File: src/rtl/gcd_pkg.sv
// Shared definitions for the GCD job scheduler.
// Holds the controller state encoding, default geometry and the helper that sizes
// the iteration counter so it can hold MAX_ITER itself.
package gcd_pkg;

  localparam int unsigned DefW       = 16;
  localparam int unsigned DefNreq    = 4;
  localparam int unsigned DefMaxIter = 65535;

  // Counter must represent MAX_ITER, hence the +1.
  function automatic int unsigned cnt_width(input int unsigned max_iter);
    return $clog2(max_iter + 1);
  endfunction

  localparam int unsigned DefCntW = $clog2(DefMaxIter + 1);

  typedef enum logic [2:0] {
    StIdle,
    StLoadA,
    StLoadB,
    StIter,
    StResp
  } state_e;

endpackage

File: src/rtl/gcd_rr_arbiter.sv
// Round-robin arbiter for the GCD job scheduler.
// Ports:
//   clk, rst_n  - clock and asynchronous active-low reset
//   enable      - arbitration allowed this cycle (controller idle)
//   req_valid   - per-requester request
//   grant       - one-hot grant, combinational
//   grant_id    - index of the granted requester
//   accept      - a grant is issued this cycle
// The priority pointer names the requester with highest priority; it moves to
// one past the winner on every accepted grant.
module gcd_rr_arbiter #(
  parameter int unsigned NREQ = 4,
  parameter int unsigned IDW  = 2
) (
  input  logic            clk,
  input  logic            rst_n,
  input  logic            enable,
  input  logic [NREQ-1:0] req_valid,
  output logic [NREQ-1:0] grant,
  output logic [IDW-1:0]  grant_id,
  output logic            accept
);

  logic [IDW-1:0] ptr_q, ptr_d;
  logic [IDW:0]   scan_sum;
  logic [IDW-1:0] scan_idx;
  logic           found;

  // Scan from ptr upward, wrapping at NREQ (which need not be a power of two).
  always_comb begin
    grant    = '0;
    grant_id = '0;
    found    = 1'b0;
    scan_sum = '0;
    scan_idx = '0;
    for (int unsigned i = 0; i < NREQ; i++) begin
      scan_sum = {1'b0, ptr_q} + (IDW+1)'(i);
      if (scan_sum >= (IDW+1)'(NREQ)) begin
        scan_sum = scan_sum - (IDW+1)'(NREQ);
      end
      scan_idx = scan_sum[IDW-1:0];
      if (enable && !found && req_valid[scan_idx]) begin
        grant[scan_idx] = 1'b1;
        grant_id        = scan_idx;
        found           = 1'b1;
      end
    end
  end

  assign accept = found;

  always_comb begin
    ptr_d = ptr_q;
    if (accept) begin
      ptr_d = (grant_id == IDW'(NREQ - 1)) ? '0 : grant_id + IDW'(1);
    end
  end

  always_ff @(posedge clk or negedge rst_n) begin
    if (!rst_n) begin
      ptr_q <= '0;
    end else begin
      ptr_q <= ptr_d;
    end
  end

endmodule

File: src/rtl/gcd_job_scheduler.sv
// GCD job scheduler: shares one subtract-based GCD datapath between NREQ
// requesters.
// Ports:
//   clk, rst_n              - clock, asynchronous active-low reset
//   req_valid/req_a/req_b   - per-requester job request and packed operands
//   req_ready               - one-hot, one-cycle acceptance pulse
//   resp_valid/resp_ready   - result handshake
//   resp_id/result/err      - owner id, GCD value (0 on error), limit-hit flag
//   busy                    - a job is in progress
//   ldA, ldB, sel1, sel2,
//   sel_in, data_in         - datapath controls and load value
//   lt, gt, eq, a_val       - datapath compare flags and A register value
// A zero operand skips the datapath entirely (gcd(x,0)=x). Otherwise both
// datapath registers are loaded, then the subtract loop runs until eq or until
// MAX_ITER subtracts have been issued without reaching eq.
module gcd_job_scheduler
  import gcd_pkg::*;
#(
  parameter int unsigned W        = DefW,
  parameter int unsigned NREQ     = DefNreq,
  parameter int unsigned IDW      = $clog2(NREQ),
  parameter int unsigned MAX_ITER = DefMaxIter
) (
  input  logic              clk,
  input  logic              rst_n,
  input  logic [NREQ-1:0]   req_valid,
  input  logic [NREQ*W-1:0] req_a,
  input  logic [NREQ*W-1:0] req_b,
  output logic [NREQ-1:0]   req_ready,
  output logic              resp_valid,
  input  logic              resp_ready,
  output logic [IDW-1:0]    resp_id,
  output logic [W-1:0]      resp_result,
  output logic              resp_err,
  output logic              busy,
  output logic              ldA,
  output logic              ldB,
  output logic              sel1,
  output logic              sel2,
  output logic              sel_in,
  output logic [W-1:0]      data_in,
  input  logic              lt,
  input  logic              gt,
  input  logic              eq,
  input  logic [W-1:0]      a_val
);

  localparam int unsigned CntW = cnt_width(MAX_ITER);

  state_e state_q, state_d;

  logic [W-1:0]    a_q, b_q, res_q;
  logic [IDW-1:0]  id_q;
  logic [CntW-1:0] cnt_q;
  logic            err_q;

  logic [NREQ-1:0] grant;
  logic [IDW-1:0]  grant_id;
  logic            accept;
  logic            arb_enable;
  logic [W-1:0]    sel_a, sel_b;
  logic            zero_op;
  logic            at_limit;

  // Gating with rst_n keeps req_ready low while reset is held.
  assign arb_enable = (state_q == StIdle) && rst_n;

  gcd_rr_arbiter #(
    .NREQ (NREQ),
    .IDW  (IDW)
  ) u_arbiter (
    .clk       (clk),
    .rst_n     (rst_n),
    .enable    (arb_enable),
    .req_valid (req_valid),
    .grant     (grant),
    .grant_id  (grant_id),
    .accept    (accept)
  );

  // Winner's operands, selected with the one-hot grant.
  always_comb begin
    sel_a = '0;
    sel_b = '0;
    for (int unsigned i = 0; i < NREQ; i++) begin
      if (grant[i]) begin
        sel_a = req_a[i*W +: W];
        sel_b = req_b[i*W +: W];
      end
    end
  end

  assign zero_op  = (sel_a == '0) || (sel_b == '0);
  assign at_limit = (cnt_q == CntW'(MAX_ITER));

  // State register
  always_ff @(posedge clk or negedge rst_n) begin
    if (!rst_n) begin
      state_q <= StIdle;
    end else begin
      state_q <= state_d;
    end
  end

  // Next-state logic
  always_comb begin
    state_d = state_q;
    unique case (state_q)
      StIdle: begin
        if (accept) begin
          state_d = zero_op ? StResp : StLoadA;
        end
      end
      StLoadA: state_d = StLoadB;
      StLoadB: state_d = StIter;
      StIter: begin
        if (eq || at_limit) begin
          state_d = StResp;
        end
      end
      StResp: begin
        if (resp_ready) begin
          state_d = StIdle;
        end
      end
      default: state_d = StIdle;
    endcase
  end

  // Output logic; ITER controls are Mealy on the compare flags.
  always_comb begin
    ldA        = 1'b0;
    ldB        = 1'b0;
    sel1       = 1'b0;
    sel2       = 1'b0;
    sel_in     = 1'b0;
    data_in    = '0;
    resp_valid = 1'b0;
    unique case (state_q)
      StLoadA: begin
        sel_in  = 1'b1;
        data_in = a_q;
        ldA     = 1'b1;
      end
      StLoadB: begin
        sel_in  = 1'b1;
        data_in = b_q;
        ldB     = 1'b1;
      end
      StIter: begin
        // At the limit no further subtract is issued; the job aborts instead.
        if (!eq && !at_limit) begin
          if (lt) begin
            sel1 = 1'b1;
            ldB  = 1'b1;
          end else if (gt) begin
            sel2 = 1'b1;
            ldA  = 1'b1;
          end
        end
      end
      StResp:  resp_valid = 1'b1;
      default: ;
    endcase
  end

  assign busy        = (state_q != StIdle);
  assign req_ready   = grant;
  assign resp_id     = id_q;
  assign resp_result = res_q;
  assign resp_err    = err_q;

  // Job context: operands, owner, subtract count and the pending result.
  always_ff @(posedge clk or negedge rst_n) begin
    if (!rst_n) begin
      a_q   <= '0;
      b_q   <= '0;
      id_q  <= '0;
      cnt_q <= '0;
      res_q <= '0;
      err_q <= 1'b0;
    end else begin
      unique case (state_q)
        StIdle: begin
          if (accept) begin
            a_q   <= sel_a;
            b_q   <= sel_b;
            id_q  <= grant_id;
            cnt_q <= '0;
            res_q <= zero_op ? (sel_a | sel_b) : '0;
            err_q <= 1'b0;
          end
        end
        StIter: begin
          if (eq) begin
            res_q <= a_val;
            err_q <= 1'b0;
          end else if (at_limit) begin
            res_q <= '0;
            err_q <= 1'b1;
          end else if (lt || gt) begin
            cnt_q <= cnt_q + CntW'(1);
          end
        end
        default: ;
      endcase
    end
  end

endmodule

File: config.mk
export PLATFORM = sky130hd
export DESIGN_NAME = gcd_job_scheduler
export DESIGN_NICKNAME = d
export VERILOG_FILES = /design/src/rtl/gcd_pkg.sv /design/src/rtl/gcd_rr_arbiter.sv /design/src/rtl/gcd_job_scheduler.sv
export SDC_FILE = /design/constraint.sdc
export NUM_CORES = 1
export LEC_CHECK = 0
export CORE_ASPECT_RATIO = 1.5
export CORE_MARGIN = 1.5
export CORE_UTILIZATION = 40
export CTS_CLUSTER_SIZE = 10
export DETAILED_ROUTE_END_ITERATION = 6
export DONT_BUFFER_PORTS = 1
export HOLD_SLACK_MARGIN = 0.05
export REMOVE_ABC_BUFFERS = 1
export SYNTH_ARGS = -nofsm -noshare
export SYNTH_HDL_FRONTEND = slang
export SYNTH_SLANG_ARGS = --single-unit
File: constraint.sdc
create_clock -name clk -period 8.55 [get_ports clk]
set_input_delay 1.71 -clock clk [delete_from_list [all_inputs] [get_ports clk]]
set_output_delay 1.71 -clock clk [all_outputs]
set_load 0.05 [all_outputs]
# Word level (Yosys, flattened, before mapping)
# Index checks and enable logic that the tools add are counted.
[word_totals]
register_bits = 72
latchBits = 0
ramBits = 0
mem_bits_ro = 0
input_bits = 154
output_inout_bits = 46
elab_cells = 149
mem_count = 0
[op_classes]
add_sub_neg = 9
mul = 0
n_div = 0
magnitude_cmp = 12
n_eq_ne = 13
shift = 0
mux = 72
n_bitwise = 4
reduce_logical = 31
[op_table]
columns = ["op", "count"]
rows = [
  ["two-way mux 16 bit", 16],
  ["one-hot mux 16 bit (2 select lines)", 3],
  ["zero test 16 bit", 2],
  ["two-way mux 1 bit", 24],
  ["two-way mux 2 bit", 9],
  ["adder 16 x 1 -> 16 bit, second input constant", 1],
  ["equality test 16 bit, second input constant", 1],
  ["two-way mux 4 bit", 4],
  ["bitwise OR 16 bit", 1],
  ["one-hot mux 3 bit (5 select lines)", 1],
  ["logical AND 1 bit", 13],
  ["< comparator 2 x 3 -> 1 bit, second input constant", 4],
  ["two-way mux 3 bit", 4],
  ["inequality test 2 bit, second input constant", 6],
  ["bitwise OR 4 bit", 3],
  [">= comparator 3 bit, second input constant", 3],
  ["binary-select mux 1 bit (select 2 bit)", 4],
  ["demux 1 bit (select 2 bit)", 4],
  [">= comparator 2 x 1 -> 1 bit, second input constant", 4],
  ["subtractor 2 x 1 -> 2 bit, second input constant", 4],
  ["adder 2 x 2 -> 3 bit, second input constant", 2],
  ["equality test 3 x 2 -> 1 bit, second input constant", 2],
  ["one-hot mux 1 bit (2 select lines)", 3],
  ["AND reduction 3 bit", 2],
  ["15 further kinds", 21],
]

# Depth between registers and ports, before layout
[depth]
word_depth = 27
depth_mapped = 18
ltp_nobuf = 11

# By module
# A second synthesis with hierarchy kept.
[hier_totals]
hier_cells = 570
area_unflattened_um2 = 4888.4
[modules_own_cells]
columns = ["mod", "n_inst", "cells_each", "area_each_um2", "seq_area_each_um2"]
rows = [
  ["gcd_job_scheduler", 1, 499, 4255.3, 1751.7],
  ["gcd_rr_arbiter", 1, 71, 633.1, 50.0],
]

# Least setup slack after synthesis
# OpenSTA, ideal clock, no wires.
[synth_path]
path_type = "in2out"
from = "input req_valid[2]"
to = "output req_ready[0]"
arrival_time_ps = 3487
slack_ps = 3353
stages = 6
n_path_buf = 2
path_cell_list = "mux2_1 -> or3_1 -> buf_2 -> a221oi_2 -> clkbuf_1 -> or2_2"
[synth_via]
elab_chain_len = 16
elab_cells_between_ends = 28
cone_classes = "mux: 15; bitwise: 3; reduce/logical: 10"
[synth_lines]
columns = ["item", "line", "rtl"]
rows = [
  ["start, declared", "gcd_job_scheduler.sv:26", "input logic [NREQ-1:0] req_valid,"],
  ["binary-select mux 1 bit (select 2 bit)", "gcd_rr_arbiter.sv:42", "if (enable && !found && req_valid[scan_idx]) begin"],
  ["two-way mux 1 bit (not written as such)", "gcd_rr_arbiter.sv:42", ""],
  ["logical AND 1 bit", "gcd_rr_arbiter.sv:42", ""],
  ["two-way mux 1 bit", "gcd_rr_arbiter.sv:42", ""],
  ["zero test 1 bit", "gcd_rr_arbiter.sv:42", ""],
  ["logical AND 1 bit (2 in a row)", "gcd_rr_arbiter.sv:42", ""],
  ["two-way mux 1 bit", "gcd_rr_arbiter.sv:42", ""],
  ["zero test 1 bit", "gcd_rr_arbiter.sv:42", ""],
  ["logical AND 1 bit (2 in a row)", "gcd_rr_arbiter.sv:42", ""],
  ["two-way mux 1 bit", "gcd_rr_arbiter.sv:42", ""],
  ["zero test 1 bit", "gcd_rr_arbiter.sv:42", ""],
  ["logical AND 1 bit (2 in a row)", "gcd_rr_arbiter.sv:42", ""],
  ["two-way mux 4 bit (*)", "gcd_rr_arbiter.sv:42", ""],
  ["end, declared", "gcd_job_scheduler.sv:29", "output logic [NREQ-1:0] req_ready,"],
]
# Mark *: on every way between the ends. The rest lies on a longest branch, timed or not. The select of a mux whose other input is x is not followed.

==> impl_metrics.csv <==
group,metric,value,unit
outcome,status,"complete, no violations",
cts,clock_sinks,72,
floorplan,initial_core_util,0.4089,
cells_and_area,drive_gt1_frac,0.08872,
sta,slew_viol_final,0,
synth,synth_mux_area_frac,0.02998,
cts,clock_path_buffers,2,
worst_setup_path,critPathMaxFanout,33,
place,place_inst,681,
synth,yosys.area_share.xor_xnor,0.02580,
worst_setup_path,crit_family,"simple AND/OR/NAND/NOR gates",
worst_setup_path,required,6.84,ns
place,dp_hpwl,12590,um
floorplan,die_area,13430,um2
routing,viasPerCell,7.105,
worst_setup_path,cp-end-kind,"output port",
place,dp_slack,2.872,ns
sta,setup_viol,0,
worst_setup_path,reg2reg_slack,3.10,ns
global_route,grt_pass1_wl,27290,um
routing,post_drt_wl_per_cell,25.46,um
floorplan,die_h,141.2,um
synth,synth_seq_area_share,0.3539,
place,post_dp_cell_area,5179,um2
cts,cts_made_buffers,9,
global_route,grt_pass1_vias,4824,
sta,tightest_slew,1.229,ns
synth,synthFlopType,"dfrtp_1",
place,port_buffers,0,
routing,drcViolationCount,0,
worst_setup_path,crit_buf_inv,1,
sta,max_freq,173.2,MHz
routing,vias,4959,
cells_and_area,layout.cells.non_filler,698,
synth,synth-seq-cells,72,
floorplan,die_w,95.12,um
synth,synth.distinct_cells,48,
worst_setup_path,r2r_end,"state_q[0]",
sta,slew_headroom,0.1809,
synth,netlist.area_leader.share,0.3539,
sta,skew,0.005666,ns
hold_path,hold_end,"a_q[8]",
cts,tritoncts,"yes",
power,leakage,2.224,nW
sta,rsz0062_at_grt,"false",
hold_path,hp-class,"register to register",
routing,drt-total-wl,17770,um
cts,clkLatencyLatePin,0.34,ns
floorplan,ios,200,
synth,yosys.area.top_type,"dfrtp_1",
synth,synth-warning-count,0,
sta,setup_ws,2.778,ns
power,power.density,427.6,nW/um2
synth,synth_edf_count,0,
worst_setup_path,timing.critical_path.cells,"inv_1 -> ha_1 -> mux2_2 -> or3_1 -> a221o_1 -> nand2_1",
cells_and_area,num-nets-final,697,
power,finalPower,2.364,mW
routing,drt.antenna.violating_nets,0,
cells_and_area,area_delta_synth_final,8.577,%
worst_setup_path,cpPeakStageDelay,0.81,ns
sta,timing.setup.tns,0,ns
sta,final_hold_viol_count,0,
sta,period_minus_slack,5.772,ns
worst_setup_path,cp-start-kind,"register",
synth,synth_area_per_cell,8.948,um2
global_route,antenna_found_initial,1,
synth,synthAdderAreaFrac,0.01720,
routing,initialDrtViolationCount,371,
worst_setup_path,path_class,"register to output port",
worst_setup_path,crit_path_top_delay_cell,"a221o_1",
power,peakVddDrop,0.2370,mV
cts,clk_pin_slew,0.05,ns
synth,async_reset_ff_frac,1.000,
floorplan,num_rows,50,
cts,cts_root_buf,"clkbuf_16",
synth,synth_area,5091,um2
sta,post-route-period-util,0.6751,
cts,holdBufCountCts,0,
global_route,grt_max_degree,75,
job,maxCapViolations,0,
cts,cts_max_level,3,
routing,dr.pass1.iters,6,
synth,synth-simple-area-share,0.1189,
place,gp_congestion,0.8559,
global_route,gr-total-overflow,0,
synth,synthCells,569,
worst_setup_path,reg2reg_depth,11,
synth,synth_compound_area_frac,0.3952,
worst_setup_path,cp.arrival,4.06,ns
cts,postCtsSetupRepairBufs,0,
global_route,grt.total_usage,0.2676,
cts,cts.repair.resized,0,
synth,synth_top_family_by_area,"compound AO/OA/AOI/OAI gates",
synth,synth_top_cells_by_area,"dfrtp_1, a21o_1, a311oi_1",
hold_path,whs_path_depth,1,
cells_and_area,fin_area,5528,um2
hold_path,hold_start,"a_q[8]",
floorplan,core_area,12450,um2
[power breakdown]
part	internal [mW]	switching, mW
clock network	0.293	0.142
registers	0.482	0.261
logic	0.372	0.814
total	1.15	1.22
[layer usage]
layer | wire length (um) | up-vias | global-route usage
met5 | 0 | - | 0
met4 | 556 | 0 | 0.1060
met3 | 1298 | 40 | 0.05987
met2 | 9130 | 259 | 0.4461
met1 | 6787 | 2458 | 0.3290
li1 | - | 2202 | -
[cells in the mapped netlist (4+ instances only)]
library cell	instances
a2111oi_0	27
a2111oi_1	5
a21o_1	39
a21oi_1	42
a22o_1	16
a22oi_1	17
a311oi_1	32
and2_1	7
buf_6	7
clkbuf_1	45
dfrtp_1	72
ha_1	7
inv_1	7
mux2i_1	4
mux4_2	4
nand2_1	28
nand3_1	4
nand3b_1	9
nand4_1	7
nor2_1	38
nor4_1	8
o2111ai_1	32
o21ai_0	49
o21ai_1	9
or2_2	4
xor2_1	12
[cell usage in the layout (no fill, tap or decap), types with 2 or more instances in the layout]
cell type and instances:
dfrtp_1 72, o2111ai_1 32, buf_4 14, o21ai_1 9, clkbuf_16 9, nand4_1 7
xor2_1 12, nor2_1 38, or2_2 4, a21oi_1 39, and2_1 7, ha_1 7
a2111oi_0 27, a2111oi_1 5, nor4_1 8, xnor2_1 3, mux4_2 4, and4_1 2
a311oi_1 32, nor3_1 3, inv_1 7, or3_1 3, a221oi_4 2, a21o_1 39
o21ai_0 49, nand2_1 28, bufinv_16 3, nor3b_2 2, a22oi_1 16, mux2i_1 4
nand3_1 4, a22o_1 16, a21oi_2 3, a221o_1 2, nand2b_1 3, nand3b_1 9
[flip-flops by register name (all words and copies together), names as in the netlist, named ones only]
signal           count
u_arbiter.ptr_q      1
resp_id              2
b_q                 16
resp_result         16
state_q              3
a_q                 16
cnt_q               16
resp_err             1
[worst reg2reg max path: stages (launching register included)]
cell and delay [ns]:
dfrtp_1 0.74, inv_1 0.22, ha_1 0.49, mux2_2 0.39, or3_1 0.47, a221o_1 0.81, a2111oi_0 0.58, a311oi_1 0.14
nor4_1 0.51, nand4_1 0.13, and2_1 0.43, or3_1 0.41
[final cells by class]
| type | count | area (um2) |
|---|---|---|
| Antenna cell | 1 | 2.502 |
| Timing Repair Buffer | 14 | 105.1 |
| Inverter | 7 | 26.28 |
| Multi-Input combinational cell | 432 | 3050 |
| Fill cell | 1235 | 6922 |
| Clock buffer | 11 | 242.7 |
| Clock inverter | 5 | 103.9 |
| Sequential cell | 72 | 1802 |
| Tap cell | 156 | 195.2 |
[stage by stage]
stage	utilization	hold WS, ns
2_1_floorplan	-	0.4502
3_3_place_gp	0.4160	0.4590
3_5_place_dp	0.4160	0.4661
4_1_cts	0.4438	0.4785
5_1_grt	0.4440	0.4930
6_report	0.4440	0.4744
[cells by family after synthesis]
family / Yosys count
adders and majority gates: 7
xor gates and xnor gates: 15
AOI/OAI and AO/OA: 279
and+or+nand+nor: 121
buffers and inverters: 65
muxes: 10
DFF: 72
[worst max path at each step]
stage                       startpoint            to  depth (start not counted)
after CTS                     register  req_ready[2]                          6
after global routing          register  req_ready[2]                          6
after floorplan           req_valid[1]  req_ready[3]                          4
final                         register  req_ready[2]                          6
after detailed placement  req_valid[2]    state_q[0]                          9
after global placement    req_valid[2]    state_q[0]                          9
Note: power is estimated with default switching activity, not from simulation.
